**src/rtl/dcj11_pkg.sv**
```systemverilog
// dcj11_pkg: shared constants and types for the DCJ11 DAL bus responder.
// AIO cycle codes, bus-status codes, FSM states and cycle classification.
package dcj11_pkg;

    // AIO codes presented by the DCJ11 with the address
    localparam logic [3:0] AIO_RD_LO   = 4'b1000;
    localparam logic [3:0] AIO_RD_HI   = 4'b1110;
    localparam logic [3:0] AIO_WR_WORD = 4'b0011;
    localparam logic [3:0] AIO_WR_BYTE = 4'b0101;
    localparam logic [3:0] AIO_NOP     = 4'b1111;

    // Bus-status codes, latched with the address
    localparam logic [1:0] BS_MEM      = 2'b00;
    localparam logic [1:0] BS_SYSREG   = 2'b01;
    localparam logic [1:0] BS_IOPAGE   = 2'b10;
    localparam logic [1:0] BS_INTERNAL = 2'b11;

    typedef enum logic [2:0] {
        ST_IDLE,
        ST_DECODE,
        ST_RD_REQ,
        ST_RD_DRIVE,
        ST_WR_WAIT,
        ST_WR_REQ,
        ST_END
    } state_t;

    typedef enum logic [1:0] {
        CYC_NONE,
        CYC_READ,
        CYC_WR_WORD,
        CYC_WR_BYTE
    } cyc_t;

    // Map an AIO code to the kind of bus cycle it starts
    function automatic cyc_t classify(input logic [3:0] aio);
        cyc_t c;
        if ((aio >= AIO_RD_LO) && (aio <= AIO_RD_HI)) begin
            c = CYC_READ;
        end else if (aio == AIO_WR_WORD) begin
            c = CYC_WR_WORD;
        end else if (aio == AIO_WR_BYTE) begin
            c = CYC_WR_BYTE;
        end else begin
            c = CYC_NONE;
        end
        return c;
    endfunction

endpackage

```
**src/rtl/dcj11_sync.sv**
```systemverilog
// dcj11_sync: STAGES-deep synchronizer for one active-low DCJ11 strobe.
// The level output is the last stage; fall/rise are registered so they
// assert on the same clock the level output changes. STAGES must be >= 2.
module dcj11_sync #(
    parameter int STAGES = 2
) (
    input  logic clk,
    input  logic rst,
    input  logic din,
    output logic level,
    output logic fall,
    output logic rise
);

    logic [STAGES-1:0] chain;

    // Shift the pin through the chain; strobes idle high out of reset
    always_ff @(posedge clk) begin
        if (rst) begin
            chain <= {STAGES{1'b1}};
            fall  <= 1'b0;
            rise  <= 1'b0;
        end else begin
            chain <= {chain[STAGES-2:0], din};
            fall  <= chain[STAGES-1] & ~chain[STAGES-2];
            rise  <= ~chain[STAGES-1] & chain[STAGES-2];
        end
    end

    assign level = chain[STAGES-1];

endmodule

```
**src/rtl/dcj11_bus_responder.sv**
```systemverilog
// dcj11_bus_responder: bus-slave end of the DCJ11 DAL interface.
// Claims cycles inside the ADDR_BASE/ADDR_MASK window and forwards them to a
// req/ack local memory port. Optional mem_ack watchdog: DCJ11_RESP_TIMEOUT_EN.
module dcj11_bus_responder
    import dcj11_pkg::*;
#(
    parameter logic [21:0] ADDR_BASE   = 22'o17000000,
    parameter logic [21:0] ADDR_MASK   = 22'o17000000,
    parameter int          SYNC_STAGES = 2,
    parameter int          TIMEOUT_CYC = 255
) (
    input  logic        clk,
    input  logic        rst,
    input  logic [3:0]  aio,
    input  logic [1:0]  bs,
    input  logic [21:0] dal_in,
    input  logic        ale_n,
    input  logic        strb_n,
    input  logic        bufctl_n,
    input  logic        sctl_n,
    input  logic        abort_n,
    output logic [15:0] dal_out,
    output logic        dal_oe,
    output logic        dir,
    output logic        mem_req,
    output logic        mem_we,
    output logic [21:0] mem_addr,
    output logic [1:0]  mem_be,
    output logic [15:0] mem_wdata,
    input  logic        mem_ack,
    input  logic [15:0] mem_rdata,
    output logic        busy,
    output logic        err
);

    logic ale_lvl, ale_fall, ale_rise;
    logic strb_lvl, strb_fall, strb_rise;
    logic buf_lvl, buf_fall, buf_rise;
    logic sctl_lvl, sctl_fall, sctl_rise;
    logic abort_lvl, abort_fall, abort_rise;

    dcj11_sync #(.STAGES(SYNC_STAGES)) u_sync_ale (
        .clk(clk), .rst(rst), .din(ale_n), .level(ale_lvl), .fall(ale_fall), .rise(ale_rise));
    dcj11_sync #(.STAGES(SYNC_STAGES)) u_sync_strb (
        .clk(clk), .rst(rst), .din(strb_n), .level(strb_lvl), .fall(strb_fall), .rise(strb_rise));
    dcj11_sync #(.STAGES(SYNC_STAGES)) u_sync_bufctl (
        .clk(clk), .rst(rst), .din(bufctl_n), .level(buf_lvl), .fall(buf_fall), .rise(buf_rise));
    dcj11_sync #(.STAGES(SYNC_STAGES)) u_sync_sctl (
        .clk(clk), .rst(rst), .din(sctl_n), .level(sctl_lvl), .fall(sctl_fall), .rise(sctl_rise));
    dcj11_sync #(.STAGES(SYNC_STAGES)) u_sync_abort (
        .clk(clk), .rst(rst), .din(abort_n), .level(abort_lvl), .fall(abort_fall), .rise(abort_rise));

    // Only levels and the ALE fall edge steer the FSM; bus status is latched
    // with the address but does not take part in claiming a cycle.
    logic unused_inputs;

    logic [21:0] dal_q;
    logic [3:0]  aio_q, aio_l;
    logic [1:0]  bs_q, bs_l;
    state_t      state, state_d;
    cyc_t        cyc;
    logic        claimed, abort_hit, timeout;
    logic [21:0] addr_d;
    logic [3:0]  aio_d;
    logic [1:0]  bs_d, be_d;
    logic [15:0] wdata_d, rdata_d;
    logic        err_d;

    assign unused_inputs = ^{ale_rise, strb_fall, strb_rise, buf_fall, buf_rise,
                             sctl_fall, sctl_rise, abort_fall, abort_rise, bs_l};

    assign cyc     = classify(aio_l);
    assign claimed = ((mem_addr & ADDR_MASK) == ADDR_BASE);
    // Abort acts once per cycle: END is where an abort lands, so it is not re-armed there
    assign abort_hit = !abort_lvl && (state != ST_IDLE) && (state != ST_END);
    assign dir = dal_oe;

`ifdef DCJ11_RESP_TIMEOUT_EN
    localparam int TW = $clog2(TIMEOUT_CYC + 1);
    logic [TW-1:0] tmo_cnt;

    assign timeout = ((state == ST_RD_REQ) || (state == ST_WR_REQ)) &&
                     (tmo_cnt == TW'(TIMEOUT_CYC - 1));

    // Count clocks spent waiting in a request state without leaving it
    always_ff @(posedge clk) begin
        if (rst) begin
            tmo_cnt <= {TW{1'b0}};
        end else if (((state == ST_RD_REQ) || (state == ST_WR_REQ)) && (state_d == state)) begin
            tmo_cnt <= tmo_cnt + {{(TW-1){1'b0}}, 1'b1};
        end else begin
            tmo_cnt <= {TW{1'b0}};
        end
    end
`else
    logic unused_cfg;
    assign unused_cfg = (TIMEOUT_CYC == 0);
    assign timeout    = 1'b0;
`endif

    // Register the raw DAL/AIO/BS pins one stage; they are only used under a strobe
    always_ff @(posedge clk) begin
        if (rst) begin
            dal_q <= 22'd0;
            aio_q <= 4'd0;
            bs_q  <= 2'd0;
        end else begin
            dal_q <= dal_in;
            aio_q <= aio;
            bs_q  <= bs;
        end
    end

    // Next-state and next-value logic for the cycle FSM
    always_comb begin
        state_d = state;
        addr_d  = mem_addr;
        aio_d   = aio_l;
        bs_d    = bs_l;
        be_d    = mem_be;
        wdata_d = mem_wdata;
        rdata_d = dal_out;
        err_d   = 1'b0;
        case (state)
            ST_IDLE: begin
                if (ale_fall) begin
                    addr_d  = dal_q;
                    aio_d   = aio_q;
                    bs_d    = bs_q;
                    state_d = ST_DECODE;
                end else begin
                    state_d = ST_IDLE;
                end
            end
            ST_DECODE: begin
                if (claimed && (cyc == CYC_READ)) begin
                    be_d    = 2'b11;
                    state_d = ST_RD_REQ;
                end else if (claimed && ((cyc == CYC_WR_WORD) || (cyc == CYC_WR_BYTE))) begin
                    state_d = ST_WR_WAIT;
                end else begin
                    state_d = ST_IDLE;
                end
            end
            ST_RD_REQ: begin
                if (mem_ack) begin
                    rdata_d = mem_rdata;
                    state_d = ST_RD_DRIVE;
                end else if (timeout) begin
                    rdata_d = 16'o177777;
                    err_d   = 1'b1;
                    state_d = ST_RD_DRIVE;
                end else begin
                    state_d = ST_RD_REQ;
                end
            end
            ST_RD_DRIVE: begin
                if (buf_lvl) begin
                    state_d = ST_END;
                end else begin
                    state_d = ST_RD_DRIVE;
                end
            end
            ST_WR_WAIT: begin
                if (!sctl_lvl) begin
                    wdata_d = dal_q[15:0];
                    if (cyc == CYC_WR_BYTE) begin
                        be_d = mem_addr[0] ? 2'b10 : 2'b01;
                    end else begin
                        be_d = 2'b11;
                    end
                    state_d = ST_WR_REQ;
                end else begin
                    state_d = ST_WR_WAIT;
                end
            end
            ST_WR_REQ: begin
                if (mem_ack) begin
                    state_d = ST_END;
                end else if (timeout) begin
                    err_d   = 1'b1;
                    state_d = ST_END;
                end else begin
                    state_d = ST_WR_REQ;
                end
            end
            ST_END: begin
                if (strb_lvl && ale_lvl) begin
                    state_d = ST_IDLE;
                end else begin
                    state_d = ST_END;
                end
            end
            default: begin
                state_d = ST_IDLE;
            end
        endcase
        // Abort overrides everything, including a same-clock mem_ack
        if (abort_hit) begin
            rdata_d = dal_out;
            err_d   = 1'b1;
            state_d = ST_END;
        end else begin
            err_d = err_d;
        end
    end

    // State register and registered outputs derived from the next state
    always_ff @(posedge clk) begin
        if (rst) begin
            state     <= ST_IDLE;
            mem_addr  <= 22'd0;
            aio_l     <= 4'd0;
            bs_l      <= 2'd0;
            mem_be    <= 2'b00;
            mem_wdata <= 16'd0;
            dal_out   <= 16'd0;
            mem_req   <= 1'b0;
            mem_we    <= 1'b0;
            dal_oe    <= 1'b0;
            busy      <= 1'b0;
            err       <= 1'b0;
        end else begin
            state     <= state_d;
            mem_addr  <= addr_d;
            aio_l     <= aio_d;
            bs_l      <= bs_d;
            mem_be    <= be_d;
            mem_wdata <= wdata_d;
            dal_out   <= rdata_d;
            mem_req   <= (state_d == ST_RD_REQ) || (state_d == ST_WR_REQ);
            mem_we    <= (state_d == ST_WR_REQ);
            dal_oe    <= (state_d == ST_RD_DRIVE) && !buf_lvl;
            busy      <= (state_d != ST_IDLE);
            err       <= err_d;
        end
    end

endmodule

```
**config.mk**
```make
export PLATFORM = sky130hd
export DESIGN_NAME = dcj11_bus_responder
export DESIGN_NICKNAME = d
export VERILOG_FILES = /design/src/rtl/dcj11_pkg.sv /design/src/rtl/dcj11_sync.sv /design/src/rtl/dcj11_bus_responder.sv
export SDC_FILE = /design/constraint.sdc
export NUM_CORES = 1
export LEC_CHECK = 0
export ABC_AREA = 0
export ABC_CLOCK_PERIOD_IN_PS = 2300
export CAP_MARGIN = 20
export CORE_ASPECT_RATIO = 1.25
export CORE_MARGIN = 4
export CORE_UTILIZATION = 35
export CTS_CLUSTER_SIZE = 40
export DETAILED_ROUTE_END_ITERATION = 6
export GPL_TIMING_DRIVEN = 1
export SLEW_MARGIN = 40
export SYNTH_ARGS = -nofsm -noshare
export SYNTH_HDL_FRONTEND = slang
export SYNTH_SLANG_ARGS = --single-unit
```
**constraint.sdc**
```tcl
create_clock -name clk -period 2.3 [get_ports clk]
set_clock_uncertainty 0.2 [all_clocks]
set_input_delay 0.46 -clock clk [delete_from_list [all_inputs] [get_ports clk]]
set_output_delay 0.46 -clock clk [all_outputs]
set_load 0.02 [all_outputs]
```
---- Word level (Yosys, flattened, before mapping) ----
Index checks and enable logic that the tools add are counted.
cells by class
  bitwise operators ....................... 4
  shift operators ......................... 0
  div/mod/pow operators ................... 0
  equal/unequal tests ..................... 18
  mux-type cells .......................... 19
  $lt $le $gt $ge ......................... 2
  $add $sub $neg .......................... 0
  multiply operators ...................... 0
  reduce and logical (&&, ||, !) cells .... 19
operator list
  kind                count
  $pmux 3 s7          1
  $mux 2              8
  $mux 3              5
  $eq 3x2->1 const B  4
  $eq 3x3->1 const B  4
  $logic_and 1x1->1   7
  $reduce_and 3->1    2
  $reduce_bool 3->1   2
  $eq 2x2->1 const B  2
  $eq 4x2->1 const B  1
  $eq 4x3->1 const B  1
  $eq 4x4->1 const B  1
  $ge 4x4->1 const B  1
  $le 4x4->1 const B  1
  $mux 1              4
  $ne 2x2->1 const B  2
  $pmux 2 s2          1
  $reduce_and 2->1    2
  $eq 3x1->1 const B  1
  $logic_not 3->1     1
  $ne 3x3->1 const B  1
  $not 1->1           3
  $eq 2x1->1 const B  1
  $logic_not 1->1     2
  3 further kinds     4
word-level totals
  memories ................................ 0
  input port bits ......................... 52
  bits in writable memories ............... 0
  flip-flop bits (word level) ............. 105
  ROM bits ................................ 0
  output and inout port bits .............. 62
  bits in latches ......................... 0

---- Depth between registers and ports, before layout ----
Gate-level depths: netlist of run 1.
  depth in word-level cells ............... 13
  gate-level depth with buffers ........... 7

---- Cells and area by module ----
A second synthesis of run 1 with hierarchy kept.
unflattened totals
  cell total of the unflattened synthesis .. 416
  area, all modules ....................... 3870.0 um^2
modules (own cells, without submodules)
  module               area each (um^2)  times used  cells an instance
  dcj11_bus_responder  3331.9            1           376
  dcj11_sync           107.6             5           8

---- Least setup slack after synthesis of run 1 ----
No wires, ideal clock.
  path kind ............................... reg-to-reg
  start ................................... register state[2]
  end ..................................... register mem_req
  slack ................................... 0.467 ns
  cell stages (with the launch flop) ...... 7
  arrival time ............................ 1.513 ns
  setup time .............................. 0.120 ns
  cell sequence ........................... dfxtp_1 > buf_2 > or2b_4 > a21oi_1 > or4b_4 > nor3b_1 > or2_1
between the ends
  longest elaborated chain between the ends .. 6
  elaborated cells between the ends (all ways) .. 16
  classes of those cells .................. eq/ne (9); mux (2); reduce/logical (5)
RTL lines
  element                                             RTL line                    text
  from (decl)                                         dcj11_bus_responder.sv:60   state_t state, state_d;
  from (signal assigned)                              dcj11_bus_responder.sv:224  state <= state_d;
  branches (longest 3 deep; another with $pmux 3 s7)  --
  $mux 3 *                                            dcj11_bus_responder.sv:199  if (abort_hit) begin
  $eq 3x2->1 or $eq 3x3->1 (tied branches)            dcj11_bus_responder.sv:231  mem_req <= (state_d == ST_RD_REQ) || (state_d == ST_WR_REQ);
  $logic_or 1x1->1 *                                  dcj11_bus_responder.sv:231
  to (signal assigned)                                dcj11_bus_responder.sv:231
  to (decl)                                           dcj11_bus_responder.sv:25   output logic mem_req,
Every way passes the cells marked *.
A chain may end at the register's enable or synchronous reset.

---- Final worst setup path of run 1 ----
Same ends and word-level chain as after synthesis.

==> results.yml, run 1 <==
yosys:
  ys_types: 39
  synthesis.area_um2: 3560
  synth_top_area_share_pct: 59.0
  ys.flop_type: "dfxtp_1"
  yosysWarnings: 0
  yosys.area_share.simple_pct: 26.0
  synthMuxAreaShare_pct: 0.878
  synth.net_count: 445
  yosysTopAreaCell: "dfxtp_1"
  synthXorXnorAreaFrac_pct: 0.246
  postSynthCellCount: 393
  ys_seq_area_share_pct: 59.0
  async_flop_share_pct: 0
  synth_fa_ha_area_share_pct: 0
  synth_top_family_by_area: "simple AND/OR/NAND/NOR gates"
  synth_compound_area_share_pct: 10.4
  ys_ff_latch: 105
  synth-edff-count: 0
  synth.avg_cell_area_um2: 9.06
  ys_top_cells_by_area: "dfxtp_1, nand2_1, a21oi_1"
power:
  p_int_uw: 2840
  swShare_pct: 21.5
  vdd_drop_max_mv: 0.342
  power_frac_seq_pct: 52.0
  p_sw_uw: 779
  p_per_area_nw_per_um2: 712
  p_comb_share_pct: 6.0
  p_clk_share_pct: 42.1
  leakage_uw: 0.00177
worst_setup_path:
  worstSetupPathType: "reg -> reg"
  rr_startpoint: "state[2]"
  cp-end-kind: "register"
  reg2reg_to: "mem_req"
  arrival_ns: 2.03
  crit_required_ns: 2.32
  startpoint_type: "register"
  worst-path-max-fanout: 9
  reg2reg_depth: 5
  rrSetupSlack_ns: 0.29
place:
  place_congestion: 0.764
  dp_hpwl_mm: 5.74
  dpl_cell_area_um2: 4790
  dp_cells: 615
  port_buffers: 111
final_layout:
  mostFrequentLayoutCell: "nand2_1"
  final_core_util_pct: 52.2
  drive_gt1_share_pct: 8.53
  mostFrequentLayoutCells: "nand2_1, clkdlybuf4s50_1, dfxtp_1"
  final_area_um2: 5090
  layout.cells.non_filler: 630
  layout.nets: 552
  insertedDiodeCount: 0
  areaGrowthSynthToFinish_pct: 42.9
job:
  drv_cap: 0
floorplan:
  initial_utilization_pct: 36.5
  rows: 40
  core_um2: 9760
  die_h_um: 121
  die_area_um2: 11900
  ios: 114
  die_width_um: 98.2
hold_path:
  whs_path_depth: 1
  holdPathEnd: "u_sync_sctl.chain[1]"
  holdCritStartpoint: "u_sync_sctl.chain[0]"
  min_path_type: "reg -> reg"
cts:
  cts_htree_levels: 3
  insertion_delay_ns: 0.33
  postCtsSetupBuffers: 0
  clockRootBuffer: "clkbuf_16"
  cts.sinks: 105
  cts-resized-gates: 0
  cts_buffers: 9
  cts_tree: "yes"
  ctsHoldBuffers: 0
  max-clock-path-buffers: 2
  path_clk_slew_ns: 0.07
routing:
  first_iter_violations: 79
  drc: 0
  num_vias: 2843
  finalWirelength_mm: 8.32
  dr.pass1.iters: 6
  wl_per_cell_um: 13.2
  via_per_inst: 4.51
  route.antenna.remaining_nets: 0
timing:
  max_freq_mhz: 498
  finalMaxSlewViolations: 0
  slew_headroom_pct: 60.5
  tightest_slew_ns: 0.593
  hold_ws_ns: 0.213
  hold_viol_final: 0
  grt_setup_unrepaired: "false"
  setup-tns-final_ns: 0
  setup_viol: 0
  finalCritPeriodShare_pct: 87.2
  period_needed_ns: 2.01
grt:
  antenna_found_initial: 0
  grt_start_max_net_pins: 59
  grt_util_all_layers_pct: 14.2
  grt_pass1_vias: 2831
  grt_pass1_wl_mm: 13.7
  grt_overflow: 0
run_status:
  outcome: "finished clean"
[critical path: stages, from the launching register on]
cell and delay, ns:
dfxtp_1 0.52, or2b_4 0.22, a21oi_1 0.05, or4b_4 0.51, nor3b_1 0.16, or2_1 0.24
[per-stage QoR]
| step | power, uW | setup slack [ns] |
|---|---|---|
| final | 3620 | 0.293 |
| after global routing | 3770 | 0.176 |
| after floorplan | 2020 | 0.467 |
| after global placement | 2140 | 0.0816 |
| after detailed placement | 2150 | 0.0497 |
| after CTS | 3680 | 0.284 |
[cell families after synthesis]
kind of cell / Yosys count
compound gates: 67
buf+inv: 27
simple gates: 190
flops: 105
mux: 3
xor+xnor: 1
[Yosys cell counts (2+ instances only)]
cell type	count
nor2_1	10
nand3b_1	2
and2_1	2
or2_2	10
nor4b_1	2
or4_1	2
buf_6	2
inv_1	4
clkbuf_1	16
nor2b_1	26
mux2i_1	2
a21oi_1	60
buf_2	4
nand2b_1	3
dfxtp_1	105
nand2_1	120
[worst max-delay path by stage]
stage,to,slack (ns),startpoint
2_1_floorplan,mem_req,0.47,state[2]
3_3_place_gp,dal_out[2],0.08,mem_ack
3_5_place_dp,dal_out[0],0.05,mem_ack
4_1_cts,mem_addr[20],0.28,mem_addr[20]
5_1_grt,mem_req,0.18,state[0]
6_report,mem_req,0.29,state[2]
[sequential cells by signal, indices dropped and copies added, names as in the netlist, 3 cells and up]
| name | flops |
|---|---|
| state | 3 |
| dal_out | 16 |
| mem_wdata | 16 |
| mem_addr | 22 |
| aio_q | 4 |
| dal_q | 22 |
| aio_l | 4 |
[final cells by class]
type | count | area, um^2
Clock inverter | 6 | 75.1
Fill cell | 942 | 4670
Inverter | 4 | 15.0
Timing Repair Buffer | 119 | 1180
Multi-Input combinational cell | 261 | 1340
Clock buffer | 9 | 225
Sequential cell | 105 | 2100
Tap cell | 126 | 158
[per-layer routing]
layer	global-route usage [%]	wire length (um)	vias up
met1	15.6	3380	1296
met3	6.12	662	5
li1	-	-	1480
met4	3.76	63	0
met2	25.1	4220	62
met5	0	0	-
[power by group through the flow]
| stage | clock network, uW | logic (uW) | registers [uW] |
|---|---|---|---|
| 2_1_floorplan | 0 | 83.8 | 1930 |
| 3_3_place_gp | 0 | 216 | 1930 |
| 3_5_place_dp | 0 | 219 | 1930 |
| 4_1_cts | 1580 | 220 | 1880 |
| 5_1_grt | 1650 | 235 | 1890 |
| 6_report | 1520 | 216 | 1880 |
No activity file was read; power rests on OpenSTA's default activity.
==> run 2: changes to the inputs <==
--- a/config.mk
+++ b/config.mk
@@ -5,7 +5,6 @@
 export SDC_FILE = /design/constraint.sdc
 export NUM_CORES = 1
 export LEC_CHECK = 0
-export ABC_AREA = 0
 export ABC_CLOCK_PERIOD_IN_PS = 2300
 export CAP_MARGIN = 20
 export CORE_ASPECT_RATIO = 1.25
==> results of run 2 <==
No change in the layout: final DEF, timing and power equal those of run 1.
==> variant 1: new RTL, flow settings as in run 2 <==
Add a define of `DCJ11_RESP_TIMEOUT_EN`.
--- a/src/rtl/dcj11_bus_responder.sv
+++ b/src/rtl/dcj11_bus_responder.sv
@@ -1,6 +1,8 @@
 // dcj11_bus_responder: bus-slave end of the DCJ11 DAL interface.
 // Claims cycles inside the ADDR_BASE/ADDR_MASK window and forwards them to a
 // req/ack local memory port. Optional mem_ack watchdog: DCJ11_RESP_TIMEOUT_EN.
+`define DCJ11_RESP_TIMEOUT_EN
+
 module dcj11_bus_responder
     import dcj11_pkg::*;
 #(
Function: same outputs for any inputs over 10 cycles, from zero or initial values and one cycle with rst high; that may be too few to reach the edited logic, so the function may still have changed.
==> variant 1 against run 2 <==
  * Synthesized area up 11%
  * Sequential cell count up 8
  * Sequential share of layout area down 2.4 points
  * Final cell count up 13%
  * Power up 32%
  * Wire length up 12%
  * Hold slack worse by 0.0065 ns
  * Worst setup slack worse by 0.17 ns
  * Cell area up 14%
==> variant 1: results (changes against run 2) <==
[critical_path]
critPathCapture=dal_oe$_SDFF_PP0_
worst_ep_arrival_time_ns=2.27  ; +0.24 ns
cpPeakStageDelay_ns=0.38  ; -0.14 ns
path_max_fanout=5  ; -4
r2r-start=tmo_cnt[0]$_SDFF_PP0_

[sta]
final.min_clock_period_ns=2.17  ; +0.167 ns
tightestPinTransition_ns=0.618  ; +0.0253 ns

[clock_network]
h-tree-depth=4  ; +1
clk_pin_slew_ns=0.05  ; -0.02 ns
cts_made_buffers=17  ; +8

[detailed_routing]
first_pass_iters=4  ; -2
drt-vias-per-instance=4.69  ; +3.9%
routed_wl_um=9350  ; +12%
wl_per_cell_um=13.2  ; -0.22%
drtIter0Drc=87  ; +10%

[power]
powerSeq_mw=2.04  ; +9%
power.internal_mw=3.73  ; +31%
switching_power_mw=1.05  ; +35%

[finish]
n_fill_cell=1035  ; +9.9%
drive_above_1_share_pct=10.6  ; +2.1 points
nets=615  ; +11%

[global_routing]
grt_use_total_pct=14.8  ; +0.62 points
grt_start_max_net_pins=38  ; -36%
grt_first_pass_wirelength_um=15200  ; +11%

[synth]
ys_seq_area_share_pct=57.0  ; -2.0 points
syn_nets=499  ; +12%
synth_commonest_cells=dfxtp_1 (113), nand2_1 (109), a21oi_1 (64), nor2b_1 (30), o21ai_0 (18)

[place]
place_congestion=0.750  ; -1.8%
place_inst=676  ; +9.9%
pre_cts_ws_ns=0.0149  ; -0.0348 ns
place_area_um2=5230  ; +9.1%

[outcome]
outcome=complete, no violations

[variant 1: cell count changes after synthesis, moves of 3 or more]
cell / delta
o21ai_0: +18
nand2_1: -11
nor3_1: +10
dfxtp_1: +8
nand3_1: +5
a21oi_1: +4
nor2b_1: +4
xor2_1: +4
and3_1: +3
buf_2: +3
o211ai_1: +3
xnor2_1: +3
[variant 1: how the worst min path moves through the flow]
stage	to	slack (ns)	depth (start not counted)
floorplan	u_sync_abort.chain[1]$_SDFF_PP1_	0.19	1
global placement	u_sync_sctl.chain[1]$_SDFF_PP1_	0.19	1
detailed placement	u_sync_bufctl.chain[1]$_SDFF_PP1_	0.20	1
CTS	u_sync_bufctl.chain[1]$_SDFF_PP1_	0.21	1
global route	u_sync_abort.chain[1]$_SDFF_PP1_	0.23	1
finish	u_sync_sctl.chain[1]$_SDFF_PP1_	0.21	1
[variant 1: cells by family (layout without fill, tap and decap cells)]
logic type | Yosys count | after routing | share of synthesized area, %
simple gates | 193 | 193 | 23.1
flops | 113 | 113 | 57.0
compound gates | 94 | 94 | 13.1
buf+inv | 33 | 162 | 3.72
xor+xnor | 9 | 9 | 2.17
fa+ha+maj | 2 | 2 | 0.630
mux | 1 | 1 | 0.284
[variant 1: final cells by class]
type | count | area share (%)
clock inverters | 11 | 1.83
clock buffers | 21 | 8.10
inverters | 6 | 0.388
well taps | 135 | 2.91
flip-flops and latches | 113 | 38.9
multi-input cells | 299 | 26.9
repair buffers | 124 | 21.0
[variant 1: repair_timing]
action,CTS,global route
buffers inserted,0,1
resized for setup,0,0
setup endpoints to repair,0,5
hold endpoints to repair,0,0
[variant 1: per-layer routing]
metal	up-vias	part of all wire (%)	GRT usage, %
li1	1712	-	-
met1	1501	42	16.4
met2	99	48	24.3
met3	13	9.3	6.99
met4	0	1.3	5.95
met5	-	0	0
==> variant 2: new RTL, flow settings as in run 2 <==
Without the edit above. Register the output `err` once more, cleared by the reset; this adds one clock of latency there. The other outputs are not delayed to match.
--- a/src/rtl/dcj11_bus_responder.sv
+++ b/src/rtl/dcj11_bus_responder.sv
@@ -33,6 +33,8 @@
     output logic        err
 );
 
+    logic err_s0;
+
     logic ale_lvl, ale_fall, ale_rise;
     logic strb_lvl, strb_fall, strb_rise;
     logic buf_lvl, buf_fall, buf_rise;
@@ -219,7 +221,7 @@
             mem_we    <= 1'b0;
             dal_oe    <= 1'b0;
             busy      <= 1'b0;
-            err       <= 1'b0;
+            err_s0    <= 1'b0;
         end else begin
             state     <= state_d;
             mem_addr  <= addr_d;
@@ -232,7 +234,15 @@
             mem_we    <= (state_d == ST_WR_REQ);
             dal_oe    <= (state_d == ST_RD_DRIVE) && !buf_lvl;
             busy      <= (state_d != ST_IDLE);
-            err       <= err_d;
+            err_s0    <= err_d;
+        end
+    end
+
+    always_ff @(posedge clk) begin
+        if (rst) begin
+            err <= '0;
+        end else begin
+            err <= err_s0;
         end
     end
 
Function: changed (Yosys sat finds a counterexample within 10 cycles, from zero or initial values and one cycle with rst high).
==> variant 2 against run 2 <==
  * Sequential cell count increased by 1
  * Wire length barely moved
  * Via count rose by 3.7%
  * Critical endpoint is now mem_addr[0]
  * Die area rose by 0.23%
  * Cell area rose by 0.44%
  * Largest cell class unchanged
  * Power grew 1.0%
  * Worst setup slack lost 0.012 ns
  * Critical path depth fell by 4
  * Synthesized area is 0.25% higher
  * Highest routed layer unchanged
  * Sequential share of layout area rose by 0.21 points
  * Non-clock buffer count unchanged
==> variant 2: results (changes against run 2) <==
[synth]
syn_inst=404  ; +2.8%
synth_commonest_cells=nand2_1 (120), dfxtp_1 (106), a21oi_1 (61), nor2b_1 (27), clkbuf_1 (22)
async_flop_share_pct=0  ; unchanged
syn_nets=456  ; +2.5%
ys_seq_area_share_pct=59.4  ; +0.42 points
yosys_warnings=0  ; unchanged
synth.distinct_cells=33  ; -15%
synthTopCellsByArea=dfxtp_1 (59%), nand2_1 (13%), a21oi_1 (8.5%), nor2b_1 (4.7%), clkbuf_1 (2.3%)

[detailed_routing]
drtIter0Drc=110  ; +39%
vias=2948  ; +3.7%
first_pass_iters=4  ; -2
drc=0  ; unchanged
wl_per_cell_um=13.0  ; -1.4%

[hold_path]
hold_path.class=register to register

[place]
hpwl_um=5620  ; -2.2%
place_inst=623  ; +1.3%
place.port_buffers=111  ; unchanged
pre_cts_ws_ns=0.0578  ; +0.00806 ns
place_congestion=0.794  ; +3.9%
place_area_um2=4810  ; +0.42%

[power]
peakVddDrop_v=0.000401  ; +17%
powerSeq_mw=1.90
switching_share_pct=21.7  ; +0.21 points
power.leakage_nw=1.81  ; +2.7%
power.internal_mw=2.87  ; +0.74%

[clock_network]
h-tree-depth=3  ; unchanged
clock_path_buffers=2  ; unchanged
cts.repair.resized=0  ; unchanged
clk_pin_slew_ns=0.07  ; about the same
post-cts-setup-buffer-count=0  ; unchanged
cts_root_buffer=clkbuf_16
cts_made_buffers=9  ; unchanged
insertion_delay_ns=0.34

[finish]
top_regs=dal_q x22, mem_addr x22
instances_no_fill=639  ; +1.4%
drive_above_1_share_pct=7.21  ; -1.3 points
n_antenna_cell=0  ; unchanged
n_fill_cell=972  ; +3.2%
nets=560  ; +1.4%

[sta]
slew_headroom_pct=65.1  ; +4.6 points

[global_routing]
antenna_found_initial=0  ; unchanged
grt_pass1_vias=2997  ; +5.9%
grt_first_pass_wirelength_um=13900  ; +2.0%
grt_start_max_net_pins=68  ; +15%
grt_use_total_pct=14.3  ; +0.15 points

[critical_path]
slowest_stage=clkdlybuf4s50_1
path_max_fanout=4  ; -5
critical_path.top_delay_family=buffers and inverters
cpPeakStageDelay_ns=0.64  ; +0.12 ns

[outcome]
outcome=complete, no violations

[variant 2: changes by cell type in the layout (fill, tap and decap cells not counted), sizes merged, moves of 3 or more]
cell,before,now
nand2b,3,6
o21ai,0,3
nor4b,4,0
nor3,1,5
o21bai,0,3
nor2,10,7
[variant 2: cells by family after synthesis]
kind of cell              after synthesis  share of synthesized area [%]
DFF                                   106                           59.4
and+or+nand+nor                       187                           24.5
xor gates and xnor gates                2                          0.491
AOI/OAI and AO/OA                      78                           12.1
buffers and inverters                  31                           3.47
[variant 2: area by class of cell]
class | instances | area [µm²] | share of cell area (%)
Sequential cell | 106 | 2120 | 41.5
Multi-Input combinational cell | 267 | 1330 | 26.0
Timing Repair Buffer | 119 | 1180 | 23.1
Clock buffer | 10 | 229 | 4.48
Tap cell | 126 | 158 | 3.08
Clock inverter | 6 | 73.8 | 1.44
Inverter | 5 | 18.8 | 0.367
[variant 2: layer usage]
layer	GRT usage (%)	part of all wire, %	vias to the layer above
met5	0	0	-
met3	5.81	7.9	5
met1	16.3	42	1358
met4	4.18	0.68	0
met2	24.7	50	78
li1	-	-	1507
[variant 2: final timing paths]
path                                                       start                                to  slack (ns)  cells past startpoint
worst max register to register               state[2]$_SDFF_PP0_                mem_req$_SDFF_PP0_        0.32                      5
worst min register to register  u_sync_abort.chain[0]$_SDFF_PP1_  u_sync_abort.chain[1]$_SDFF_PP1_        0.21                      1
worst min-delay path            u_sync_abort.chain[0]$_SDFF_PP1_  u_sync_abort.chain[1]$_SDFF_PP1_        0.21                      1
worst max-delay path                    mem_addr[0]$_SDFFE_PP0P_                       mem_addr[0]        0.28                      1
[variant 2: worst reg2reg max path, cell delays in order (launching register included)]
cell and delay, ns:
dfxtp_1 0.45, and4bb_1 0.33, nand4_1 0.18, o211a_1 0.28, or3b_1 0.39, o31ai_1 0.07
